==> src/rtl/gr_apb_slave_regfile.sv <==
`default_nettype none
// ============================================================================
// Module      : gr_apb_slave_regfile
// Description : APB slave with a bank of 32-bit registers, programmable wait
//               states and out-of-range / misalignment error reporting.
// Revision    : 1.0 - initial release
// ============================================================================
module gr_apb_slave_regfile #(
    parameter int          NUM_REGS    = 16,
    parameter int          WAIT_STATES = 0,
    parameter logic [63:0] BASE_ADDR   = 64'h0
) (
    input  logic                     clk,
    input  logic                     reset,
    input  logic [63:0]              paddr,
    input  logic                     psel,
    input  logic                     penable,
    input  logic                     pwrite,
    input  logic [31:0]              pwdata,
    output logic [31:0]              prdata,
    output logic                     pready,
    output logic                     pslverr,
    output logic [NUM_REGS*32-1:0]   reg_q,
    output logic [NUM_REGS-1:0]      wr_stb
);

    localparam int          c_IDX_W = (NUM_REGS > 1) ? $clog2(NUM_REGS) : 1;
    localparam logic [63:0] c_SPAN  = 64'(NUM_REGS) * 64'd4;

    typedef enum logic [1:0] {
        S_IDLE = 2'd0,
        S_WAIT = 2'd1,
        S_DONE = 2'd2
    } state_t;

    state_t               r_state;
    state_t               w_next;
    logic [3:0]           r_cnt;
    logic [3:0]           w_cnt_next;

    logic                 r_write;
    logic [31:0]          r_wdata;
    logic                 r_err;
    logic [c_IDX_W-1:0]   r_idx;
    logic [31:0]          r_regs [NUM_REGS];

    logic [63:0]          w_offset;
    logic                 w_dec_err;
    logic [c_IDX_W-1:0]   w_dec_idx;
    logic                 w_setup;

    logic                 w_cur_write;
    logic                 w_cur_err;
    logic [c_IDX_W-1:0]   w_cur_idx;

    assign w_setup   = psel & ~penable;
    assign w_offset  = paddr - BASE_ADDR;
    assign w_dec_err = (paddr < BASE_ADDR) | (w_offset >= c_SPAN) | (paddr[1:0] != 2'b00);
    assign w_dec_idx = w_offset[c_IDX_W+1:2];

    // With zero wait states DONE is entered straight from IDLE, before the
    // latches hold the transfer, so the live decode must be used there.
    always_comb begin
        w_cur_write = r_write;
        w_cur_err   = r_err;
        w_cur_idx   = r_idx;
        if (r_state == S_IDLE) begin
            w_cur_write = pwrite;
            w_cur_err   = w_dec_err;
            w_cur_idx   = w_dec_idx;
        end
    end

    always_comb begin
        w_next     = r_state;
        w_cnt_next = r_cnt;
        case (r_state)
            S_IDLE: begin
                if (w_setup) begin
                    if (WAIT_STATES == 0) begin
                        w_next = S_DONE;
                    end else begin
                        w_next     = S_WAIT;
                        w_cnt_next = 4'(WAIT_STATES - 1);
                    end
                end
            end
            S_WAIT: begin
                if (psel && penable) begin
                    if (r_cnt == 4'd0) begin
                        w_next = S_DONE;
                    end else begin
                        w_cnt_next = r_cnt - 4'd1;
                    end
                end else begin
                    w_next = S_IDLE;
                end
            end
            S_DONE:  w_next = S_IDLE;
            default: w_next = S_IDLE;
        endcase
    end

    always_ff @(posedge clk) begin
        if (reset) begin
            r_state <= S_IDLE;
            r_cnt   <= 4'd0;
            r_write <= 1'b0;
            r_wdata <= 32'd0;
            r_err   <= 1'b0;
            r_idx   <= '0;
            prdata  <= 32'd0;
            pready  <= 1'b0;
            pslverr <= 1'b0;
            wr_stb  <= '0;
            for (int i = 0; i < NUM_REGS; i++) begin
                r_regs[i] <= 32'd0;
            end
        end else begin
            r_state <= w_next;
            r_cnt   <= w_cnt_next;
            if (r_state == S_IDLE && w_setup) begin
                r_write <= pwrite;
                r_wdata <= pwdata;
                r_err   <= w_dec_err;
                r_idx   <= w_dec_idx;
            end
            pready  <= (w_next == S_DONE);
            pslverr <= (w_next == S_DONE) & w_cur_err;
            prdata  <= (w_next == S_DONE && !w_cur_write && !w_cur_err) ? r_regs[w_cur_idx] : 32'd0;
            wr_stb  <= '0;
            // Commit happens on the edge leaving DONE so a reset there cancels it.
            if (r_state == S_DONE && r_write && !r_err) begin
                r_regs[r_idx] <= r_wdata;
                wr_stb[r_idx] <= 1'b1;
            end
        end
    end

    generate
        for (genvar gi = 0; gi < NUM_REGS; gi++) begin : g_regq
            assign reg_q[32*gi +: 32] = r_regs[gi];
        end
    endgenerate

endmodule
`default_nettype wire

==> config.mk <==
export PLATFORM = sky130hd
export DESIGN_NAME = gr_apb_slave_regfile
export DESIGN_NICKNAME = d
export VERILOG_FILES = /design/src/rtl/gr_apb_slave_regfile.sv
export SDC_FILE = /design/constraint.sdc
export NUM_CORES = 1
export LEC_CHECK = 0
export ABC_AREA = 1
export CORE_AREA = 2 2 261 263
export DETAILED_ROUTE_END_ITERATION = 16
export DIE_AREA = 0 0 263 265
export HOLD_SLACK_MARGIN = 0.02
export PLACE_DENSITY = 0.76
export RECOVER_POWER = 25
export SLEW_MARGIN = 20
export SYNTH_ARGS = -nofsm -noshare
export SYNTH_HDL_FRONTEND = slang
export SYNTH_SLANG_ARGS = --single-unit
==> constraint.sdc <==
create_clock -name clk -period 3.95 [get_ports clk]
set_input_delay 0.395 -clock clk [delete_from_list [all_inputs] [get_ports clk]]
set_output_delay 0.395 -clock clk [all_outputs]
set_load 0.02 [all_outputs]
; ---- Yosys cells after proc, flatten, opt, wreduce, memory -nomap -nowiden
; Memory sizes are Yosys's and may differ from the RTL's. A register that Yosys moved wholly into a read port is not among the register bits.
; Index checks and enable logic that the tools add are counted.
[classes]
addsub = 1
magnitude_cmp = 4
n_eq_ne = 3
muxes = 17
n_bitwise = 8
n_reduce_logical = 17
[op_table]
columns = operator, n
row1 = $ge 64x7->1 const B, 1
row2 = $lt 64x1->1 const B, 1
row3 = $mux 32, 1
row4 = $reduce_or 32->1, 1
row5 = $mux 1, 9
row6 = $mux 4, 2
row7 = $logic_and 1x1->1, 7
row8 = $mux 2, 3
row9 = $lt 4x5->1 const B, 1
row10 = $demux 1 s4, 1
row11 = $eq 2x2->1 const B, 2
row12 = $ge 4x1->1 const B, 1
row13 = $logic_not 4->1, 1
row14 = $not 1->1, 4
row15 = $pmux 2 s2, 1
row16 = $reduce_or 2->1, 2
row17 = $sub 4x1->4 const B, 1
row18 = $logic_not 1->1, 3
row19 = $reduce_and 3->1, 1
row20 = $and 1x1->1, 2
row21 = $eq 2x1->1 const B, 1
row22 = $logic_not 2->1, 1
row23 = $or 1x1->1, 2
row24 = $reduce_bool 2->1, 1
[totals]
register_bits = 62
ram_bits = 512
elab_cells = 60
memories = 1
[mem_list]
columns = memory, words, word_bits, rd, rd_clocked_by_memory_dff, write_ports, line
row1 = r_regs, 16, 32, 17, 1, 16, 45  ; logic [31:0] r_regs [NUM_REGS];

; ---- Logic depth before layout (Yosys ltp)
[logic_depth]
word_depth = 9
ltp_mapped = 14

; ---- Worst setup path before layout
; No wires, ideal clock.
[synth_path]
path_type = input to register
start = in reset
end = mem r_regs[15][0] (enable)
setup_time_ns = 0.389
arrival_time_ns = 1.911
required_time_ns = 3.561
setup_slack_ns = 1.649
cell_stages = 8
path_buffers = 1
cell_sequence = inv_1 -> nand4_1 -> nor3_1 -> inv_1 -> nor2_1 -> inv_1 -> buf_1 -> nand2_1
[synth_rtl]
columns = item, line
row1 = start: declaration, 14  ; input logic reset,
row2 = end: declaration, 45

==> metrics.cfg <==
[clocking]
clock_sinks=606
holdBufCountCts=0
cts.repair.resized=0
clockBufferDepth=3
clk_pin_slew_worst_paths_ps=70
cts-root-buf=clkbuf_16
post-cts-setup-buffers=0
clock_latency_ps=640
numCtsBuffers=61
cts_tree=yes
cts_max_level=2

[global_route]
antenna_found_initial=0
grt_pass1_wl_mm=158.4
grt_pass1_vias=23723
grt_max_degree=129
grt-ovfl-total=0
grt_usage=0.3102

[timing]
slew-limit-headroom=-0.4094
setup-tns-final_ps=0
hold_viol_final=0
maxSlewViolCount=364
fin_hold_ws_ps=403.2
layout_min_cycle_time_ps=3034
timing.final.ws_setup_ps=915.5
finalSetupViolations=0
finalClockSkew_ps=19.36
rsz0062_at_grt=false
timing.fmax_ghz=0.3295
worst_slew_pin_slew_ps=2114
min_period_over_period=0.7682

[worst_setup_path]
cp_num_buf_inv=4
cp.required_ps=4250
rr_worst_depth=8
slowest_stage=clkbuf_1
crit_family=buffers and inverters
critical_path_class=reg -> reg
cp-end-kind=flop
critPathLaunchType=flop
cpMostUsedCell=inv_1
path_cells=inv_1 > nand4_1 > inv_1 > nand3_1 > nor2_1 > inv_1 > clkbuf_1 > nor2_1
worstSetupPathDepth=8
cp.arrival_ps=3330
slowest_delay_ps=1480
path_max_fanout=32

[die]
start_util=0.4168
die_area_um2=69700
core_um2=66800
die_h_um=265
rows=95
ios=663
fp.dieW_um=263

[yosys]
syn-num-nets=3314
yosysUniqueCellTypes=29
ys_warn_count=0
synth-seq-cells=606
avgSynthCellArea_um2=8.669
yosysTopAreaCellShare=0.5521
synth-seq-area-share=0.6197
yosysTopAreaCell=edfxtp_1
syn-cell-area_um2=27850
yosys-top-cells-area=edfxtp_1 (55%), nand2_1 (13%), nor2_1 (9.0%), dfxtp_1 (6.8%), inv_1 (5.3%)
syn-instance-count=3212

[drt]
vias=24686
drt_wl_total_mm=110.4
drt-vias-per-instance=5.239
dr.pass1.iters=7
drtAntennaViolNets=0
drt_iter0_drc=2745
wire_per_inst_um=23.43
drc=0

[placed_design]
gp_congestion=0.9662
hpwlAfterDp_mm=78.35
port_buffers=662
dp_slack_ps=1081
place_area_um2=35090

[run_status]
violations=capacitance limit, slew limit
outcome=finished with violations

[worst_hold_path]
holdPathStages=3
hold_path.class=in -> reg

[power]
power_density_nw_per_um2=415.6
p_total_w=0.01542
p_leak_nw=15.20
peakVddDrop_uv=396.8

[layout]
area_growth_pct=33.25
final_common_cell=nand2_1
layout-drive-gt1-share=0.04065
final_cell_area_um2=37100
nNetsFinal=3887
layout_common_cells=nand2_1 (968), nor2_1 (669), clkdlybuf4s50_1 (656)

[job]
drv_cap=11

-- stage by stage --
step                        util  cells
after floorplan                -   3212
after global placement    0.5254   4595
after detailed placement  0.5254   4595
after CTS                 0.5564   4711
after global routing      0.5554   4711
final                     0.5554   4712
-- layer usage --
layer,up-vias,routed length (um),global-route usage
li1,11099,-,-
met1,11741,38590,0.3627
met2,1558,54430,0.5392
met3,288,11550,0.07385
met4,0,5843,0.1452
met5,-,0,0
-- registers in the layout (all words and copies together) (netlist names) --
name	flops
r_write	1
r_wdata	32
prdata	32
pready	1
r_state	2
r_regs	512
r_cnt	4
r_err	1
wr_stb	16
r_idx	4
pslverr	1
-- where the power goes --
part,internal [W],switching (W)
Sequential,0.00713,0.000167
Clock,0.00349,0.00255
Combinational,0.000687,0.00139
Total,0.0113,0.00411
-- worst min-delay path: cells and delay by family --
kind,cells,cell delay [ps]
buf+inv,1,390
compound gates,2,200
-- kinds of logic after synthesis --
kind of cell / share of synthesized area
compound gates: 0.02269
buf+inv: 0.09607
simple gates: 0.2611
fa+ha+maj: 0.0004493
flops: 0.6197
-- synthesized netlist by cell type --
library cell and number:
a21oi_1 41, a21oi_4 2, a31oi_1 1, and2_0 1, and3_1 1, buf_1 16
buf_2 110, buf_4 6, buf_6 21, clkbuf_1 49, clkinv_1 32, dfxtp_1 94
edfxtp_1 512, ha_1 1, inv_1 392, inv_2 2, nand2_1 971, nand2_2 6
nand3_1 198, nand4_1 1, nor2_1 669, nor2_4 1, nor3_1 3, nor3_2 2
nor3b_1 1, o211ai_1 1, o21ai_0 41, o21ai_1 35, or2_2 2
-- layout make-up --
class | instances | area [um^2]
Fill cell | 5952 | 29700
Sequential cell | 606 | 17260
Multi-Input combinational cell | 1978 | 7966
Timing Repair Buffer | 712 | 7108
Clock buffer | 83 | 1754
Inverter | 426 | 1602
Tap cell | 873 | 1092
Clock inverter | 33 | 321.6
Antenna cell | 1 | 2.502
-- path summary, 6_finish.rpt --
check,from,to,slack [ps]
worst max-delay path,r_state[0]$_SDFF_PP0_,r_regs[0][27]$_SDFFCE_PN0P_,920
worst min-delay path,pwdata[15],r_wdata[15]$_SDFFE_PP0P_,400
worst max register to register,r_state[0]$_SDFF_PP0_,r_regs[0][27]$_SDFFCE_PN0P_,920
worst min register to register,r_cnt[2]$_SDFFE_PP0P_,r_cnt[2]$_SDFFE_PP0P_,470
No activity file was read; power rests on OpenSTA's default activity.
